--- config.mk ---
export PLATFORM = sky130hd
export DESIGN_NAME = div_unit
export DESIGN_NICKNAME = d
export VERILOG_FILES = /design/src/rtl/div_unit_pkg.sv /design/src/rtl/div_step.sv /design/src/rtl/div_unit.sv
export SDC_FILE = /design/constraint.sdc
export NUM_CORES = 1
export LEC_CHECK = 0
export BUFFER_PORTS_ARGS = -buffer_cell sky130_fd_sc_hd__buf_2
export CAP_MARGIN = 20
export CORE_MARGIN = 8
export CORE_UTILIZATION = 35
export DETAILED_ROUTE_END_ITERATION = 10
export SYNTH_ARGS = -nofsm -noshare
export SYNTH_HDL_FRONTEND = slang
export SYNTH_SLANG_ARGS = --single-unit
--- constraint.sdc ---
create_clock -name clk -period 6.8 [get_ports clk]
set_input_delay 1.36 -clock clk [delete_from_list [all_inputs] [get_ports clk]]
set_output_delay 1.36 -clock clk [all_outputs]
set_load 0.005 [all_outputs]
--- src/rtl/div_unit_pkg.sv ---
// Shared encodings for the multi-cycle divider: FSM states, result-bus width
// and the ready/start strobe levels used by the EX stage.
package div_unit_pkg;

   localparam int DIV_WIDTH    = 32;
   localparam int DivResultBus = 2 * DIV_WIDTH;

   typedef enum logic [1:0] {
      DivFree   = 2'b00,
      DivByZero = 2'b01,
      DivOn     = 2'b10,
      DivEnd    = 2'b11
   } div_state_e;

   localparam logic DivResultReady    = 1'b1;
   localparam logic DivResultNotReady = 1'b0;
   localparam logic DivStart          = 1'b1;
   localparam logic DivStop           = 1'b0;

endpackage

--- src/rtl/div_step.sv ---
// One combinational restoring-division iteration: shift in a dividend bit,
// trial-subtract the divisor, keep the difference when it is non-negative.
import div_unit_pkg::*;

module div_step #(
   parameter int WIDTH = DIV_WIDTH
) (
   input  logic [WIDTH-1:0] rem_i,
   input  logic             dvd_bit_i,
   input  logic [WIDTH-1:0] divisor_i,
   output logic [WIDTH-1:0] rem_o,
   output logic             quo_bit_o
);

   logic [WIDTH:0] shifted;
   logic [WIDTH:0] diff;

   // rem_i < divisor_i always holds, so bit WIDTH of diff is a clean sign bit.
   assign shifted   = {rem_i, dvd_bit_i};
   assign diff      = shifted - {1'b0, divisor_i};
   assign quo_bit_o = ~diff[WIDTH];
   assign rem_o     = diff[WIDTH] ? shifted[WIDTH-1:0] : diff[WIDTH-1:0];

endmodule

--- src/rtl/div_unit.sv ---
// Radix-2 restoring divider for DIV/DIVU with EX stall request.
// Optional macro DIV_EARLY_OUT_EN: finish at acceptance when |divisor| > |dividend|.
import div_unit_pkg::*;

module div_unit #(
   parameter int WIDTH = DIV_WIDTH,
   parameter int CNT_W = 6
) (
   input  logic               clk,
   input  logic               rst,
   input  logic               signed_div_i,
   input  logic [WIDTH-1:0]   opdata1_i,
   input  logic [WIDTH-1:0]   opdata2_i,
   input  logic               start_i,
   input  logic               annul_i,
   output logic [2*WIDTH-1:0] result_o,
   output logic               ready_o,
   output logic               stallreq_o
);

   localparam logic [CNT_W-1:0] LAST_STEP = CNT_W'(WIDTH - 1);

   div_state_e         state_q;
   logic [CNT_W-1:0]   cnt_q;
   logic [WIDTH-1:0]   rem_q;
   logic [WIDTH-1:0]   dvd_q;
   logic [WIDTH-1:0]   dvs_q;
   logic               dvd_neg_q;
   logic               quo_neg_q;
   logic [2*WIDTH-1:0] result_q;
   logic               ready_q;

   logic               op1_neg_d;
   logic               op2_neg_d;
   logic [WIDTH-1:0]   op1_mag_d;
   logic [WIDTH-1:0]   op2_mag_d;
   logic [WIDTH-1:0]   step_rem_d;
   logic               step_quo_d;
   logic [WIDTH-1:0]   quo_raw_d;
   logic [WIDTH-1:0]   quo_fix_d;
   logic [WIDTH-1:0]   rem_fix_d;

   assign op1_neg_d = signed_div_i & opdata1_i[WIDTH-1];
   assign op2_neg_d = signed_div_i & opdata2_i[WIDTH-1];
   assign op1_mag_d = op1_neg_d ? -opdata1_i : opdata1_i;
   assign op2_mag_d = op2_neg_d ? -opdata2_i : opdata2_i;

   div_step #(
      .WIDTH(WIDTH)
   ) u_step (
      .rem_i     (rem_q),
      .dvd_bit_i (dvd_q[WIDTH-1]),
      .divisor_i (dvs_q),
      .rem_o     (step_rem_d),
      .quo_bit_o (step_quo_d)
   );

   // dvd_q shifts the dividend out at the top and collects quotient bits at the
   // bottom, so after the last step it holds the unsigned quotient.
   assign quo_raw_d = {dvd_q[WIDTH-2:0], step_quo_d};
   assign quo_fix_d = quo_neg_q ? -quo_raw_d : quo_raw_d;
   assign rem_fix_d = dvd_neg_q ? -step_rem_d : step_rem_d;

   always_ff @(posedge clk) begin
      if (rst) begin
         state_q   <= DivFree;
         cnt_q     <= '0;
         rem_q     <= '0;
         dvd_q     <= '0;
         dvs_q     <= '0;
         dvd_neg_q <= 1'b0;
         quo_neg_q <= 1'b0;
         result_q  <= '0;
         ready_q   <= DivResultNotReady;
      end else begin
         case (state_q)
            DivFree: begin
               if (start_i == DivStart && !annul_i) begin
                  dvd_neg_q <= op1_neg_d;
                  quo_neg_q <= op1_neg_d ^ op2_neg_d;
                  dvd_q     <= op1_mag_d;
                  dvs_q     <= op2_mag_d;
                  rem_q     <= '0;
                  cnt_q     <= '0;
                  if (op2_mag_d == '0) begin
                     state_q <= DivByZero;
`ifdef DIV_EARLY_OUT_EN
                  end else if (op2_mag_d > op1_mag_d) begin
                     state_q  <= DivEnd;
                     result_q <= {opdata1_i, {WIDTH{1'b0}}};
                     ready_q  <= DivResultReady;
`endif
                  end else begin
                     state_q <= DivOn;
                  end
               end
            end
            DivByZero: begin
               if (annul_i) begin
                  state_q <= DivFree;
               end else begin
                  state_q  <= DivEnd;
                  result_q <= '0;
                  ready_q  <= DivResultReady;
               end
            end
            DivOn: begin
               if (annul_i) begin
                  state_q <= DivFree;
               end else begin
                  rem_q <= step_rem_d;
                  dvd_q <= quo_raw_d;
                  cnt_q <= cnt_q + CNT_W'(1);
                  if (cnt_q == LAST_STEP) begin
                     state_q  <= DivEnd;
                     result_q <= {rem_fix_d, quo_fix_d};
                     ready_q  <= DivResultReady;
                  end
               end
            end
            DivEnd: begin
               if (annul_i || start_i == DivStop) begin
                  state_q <= DivFree;
                  ready_q <= DivResultNotReady;
               end
            end
            default: begin
               state_q <= DivFree;
               ready_q <= DivResultNotReady;
            end
         endcase
      end
   end

   assign result_o   = result_q;
   assign ready_o    = ready_q;
   assign stallreq_o = start_i & ~ready_q;

endmodule

==> summary.md <==
| Metric | Value |
|---|---|
| Synth Cell Area | 11780 um2 |
| Power Density | 286.8 nW/um2 |
| Clock Path Buffers | 2 |
| Die area | 39790 um2 |
| Sw Pwr | 1.650 mW |
| Max Clock Freq | 0.1902 GHz |
| Initial Util | 35.31% |
| RSZ-0062 raised after global routing | false |
| Overall routed net length | 36540 um |
| Yosys warns | 0 |
| Iteration-0 DRC Markers | 804 |
| Overflow after GRT | 0 |
| Pin count of the biggest net entering global routing | 98 |
| Status | finished clean |
| First-pass GRT wire length | 56980 um |
| Critical path class | register to register |
| Clk_lat worst skew | 0.45 ns |
| Required @ worst endpoint | 7.14 ns |
| Vias in the first global route | 10280 |
| Number of fill cells | 3550 |
| Crit-path slowest cell | nor2_8 |
| Die W | 199.5 um |
| Comb pwr share | 43.6% |
| Gate Count Post-Synth | 1541 |
| Syn avg cell area | 7.645 um2 |
| Row cnt | 67 |
| DRT Pass-1 Iters | 5 |
| Antenna violations before repair | 2 |
| Commonest non-fill, non-tap cells in the layout | nand2_1, nor2_1, dfxtp_1 |
| Reg clk slew, reported paths | 0.07 ns |
| DR DRC count | 0 |
| Reg power frac | 30.8% |
| CTS root buf | clkbuf_16 |
| Fin cells | 2075 |
| Final GP Congestion | 0.9411 |
| Port bufs | 134 |
| Fin crit share | 77.30% |
| Tot GR Track Use | 17.84% |
| Share of layout cells above drive strength 1 | 12.49% |
| Fin Setup TNS | 0 ns |
| CP peak stage delay | 0.65 ns |
| Ports | 135 |
| Cell variety after synth | 79 |
| Commonest non-fill, non-tap cell in the layout | nand2_1 |
| CTS tree | done |
| Most used cell, CP | inv_1 |
| Via count | 11260 |
| Placed cells | 2041 |
| Worst Tran Pin Value | 1.122 ns |
| Critical-path cell list | inv_1 -> ha_1 -> inv_1 -> fa_1 -> a211oi_1 -> o211ai_1 -> a22oi_2 -> a2111oi_4 -> o31a_2 -> nor2_8 -> inv_4 -> nand2_1 -> o21ai_0 -> inv_1 -> ha_1 -> nand4_1 -> or3_1 -> nor2_1 -> o21ai_1 -> o41ai_1 -> xnor2_1 -> a22o_1 |
| Ys async rst share | 0% |
| Drt wl/cell | 17.61 um |
| Die H | 199.5 um |
| Post-detail-place hpwl | 28040 um |
| CTS resizes | 0 |
| Power Internal | 2.173 mW |
| Switching share of power | 43.16% |
| Hold Buf Count CTS | 0 |
| Min-delay worst type | register to register |
| Static Leak | 5.204 nW |
| Routed Antenna Nets | 0 |
| NumNets Final | 1725 |
| Post-Synthesis Net Count | 1653 |
| Final Hold Fails | 0 |
| Setup Buffers After CTS | 0 |
| Final Setup Violations | 0 |
| Clock network power share | 25.5% |
| Post-synth EDFFs | 0 |
| Clk_skew | 0.008778 ns |
| Layout area overhead | 13.14% |
| Slew headroom | 23.27% |
| Slew Limit Fails | 0 |
| Crit path capture type | register |
| Count of state elements after synthesis | 171 |
| Clock sinks | 171 |
| CTS Buf Count | 17 |
| Vias per cell | 5.426 |
| Worst vdd ir | 0.1576 mV |
| WP data arrival | 5.60 ns |
| Ys flop type | dfxtp_1 |
| Core area | 33360 um2 |
| Post-layout min period | 5.256 ns |
| Crit-path max FO | 45 |
| WP buf/inv | 4 |
| CTS H-tree lvls | 4 |
| Seq/Total Area, Yosys | 29.06% |
| CP top delay family | compound AO/OA/AOI/OAI gates |
| Startpoint Class | register |
| Max-Cap Viols | 0 |
| Layout Utilization | 39.95% |
[logic make-up (layout without fill, tap and decap cells)]
family | Yosys count | in the layout | share of synthesized area, %
compound gates | 445 | 445 | 25.93
xor+xnor | 141 | 141 | 10.48
fa+ha+maj | 43 | 43 | 4.630
buf+inv | 145 | 229 | 4.832
flops | 171 | 171 | 29.06
mux | 26 | 26 | 2.209
other cells | 0 | 2 | 0
simple gates | 570 | 570 | 22.85
[flip-flops by register name (all words and copies together) (netlist names)]
| name | count |
|---|---|
| state_q | 2 |
| cnt_q | 6 |
| result_o | 64 |
| ready_o | 1 |
| quo_neg_q | 1 |
| rem_q | 32 |
| dvd_neg_q | 1 |
| dvd_q | 32 |
| dvs_q | 32 |
[worst reg2reg max path: cells and delay by family, from the launching register on]
| family | cells | cell delay [ns] |
|---|---|---|
| flip-flops | 1 | 0.33 |
| AND/OR/NAND/NOR | 5 | 1.40 |
| adder cells (fa/ha/maj) | 3 | 0.82 |
| XOR/XNOR | 1 | 0.11 |
| AO/OA/AOI/OAI | 9 | 2.16 |
| buffers and inverters | 4 | 0.32 |
[final timing paths]
check | from | end | slack, ns | depth (start not counted)
worst min register to register | dvs_q[31]$_SDFFE_PP0P_ | dvs_q[31]$_SDFFE_PP0P_ | 0.46 | 2
worst max register to register | dvd_q[31]$_SDFFE_PP0P_ | result_o[62]$_SDFFE_PP0P_ | 1.54 | 22
worst min-delay path | dvs_q[31]$_SDFFE_PP0P_ | dvs_q[31]$_SDFFE_PP0P_ | 0.46 | 2
worst max-delay path | dvd_q[31]$_SDFFE_PP0P_ | result_o[62]$_SDFFE_PP0P_ | 1.54 | 22
[cell usage after synthesis, drive strengths merged (21+ instances only)]
library cell  number  area, um2
nand2            184      690.7
nor2             179      688.2
dfxtp            171       3423
a21oi             97      485.5
o21ai             88      444.2
xnor2             76      665.6
clkbuf            72      271.5
xor2              65      569.3
inv               53      201.5
a22oi             47      357.8
ha                42      525.5
a211oi            36      270.3
nand3             32      160.2
a22o              30      262.8
nor3              29      145.1
a31oi             27      168.9
mux2i             26      260.3
o31ai             24      190.2
or3               22      137.6
and2              21      131.4
o41ai             21      214.0
[metal layers]
layer  part of all wire, %  track usage, %  vias up
met2                    40           24.58      343
met4                   1.2           4.223        0
met5                     0               0        -
met1                    53           27.81     5188
met3                   6.3           3.149       27
li1                      -               -     5701
[power by group through the flow]
stage | sequential [mW] | clock, mW | combinational, mW
floorplan | 1.17 | 0 | 1.24
global placement | 1.20 | 0 | 1.63
detailed placement | 1.20 | 0 | 1.64
CTS | 1.18 | 0.994 | 1.65
global route | 1.19 | 1.03 | 1.85
finish | 1.18 | 0.976 | 1.67
[final cells by class]
cell class                      count  area (um2)  area share, %
Antenna cell                        2       5.005        0.03755
Inverter                           53       201.4          1.511
Timing Repair Buffer              145       775.7          5.820
Sequential cell                   171        3423          25.68
Tap cell                          448       560.5          4.205
Multi-Input combinational cell   1225        7799          58.51
Clock buffer                       18       429.2          3.220
Clock inverter                     13       135.1          1.014
[metrics by stage]
stage | total power, mW | hold slack (ns) | instance area, um2 | setup WS, ns
floorplan | 2.411 | 0.4319 | 11780 | 1.902
global placement | 2.828 | 0.4432 | 12730 | 1.699
detailed placement | 2.843 | 0.4604 | 12730 | 1.584
CTS | 3.819 | 0.4682 | 13300 | 1.535
global route | 4.075 | 0.4894 | 13330 | 1.050
finish | 3.823 | 0.4643 | 13330 | 1.544
(Power assumes the default switching activity.)
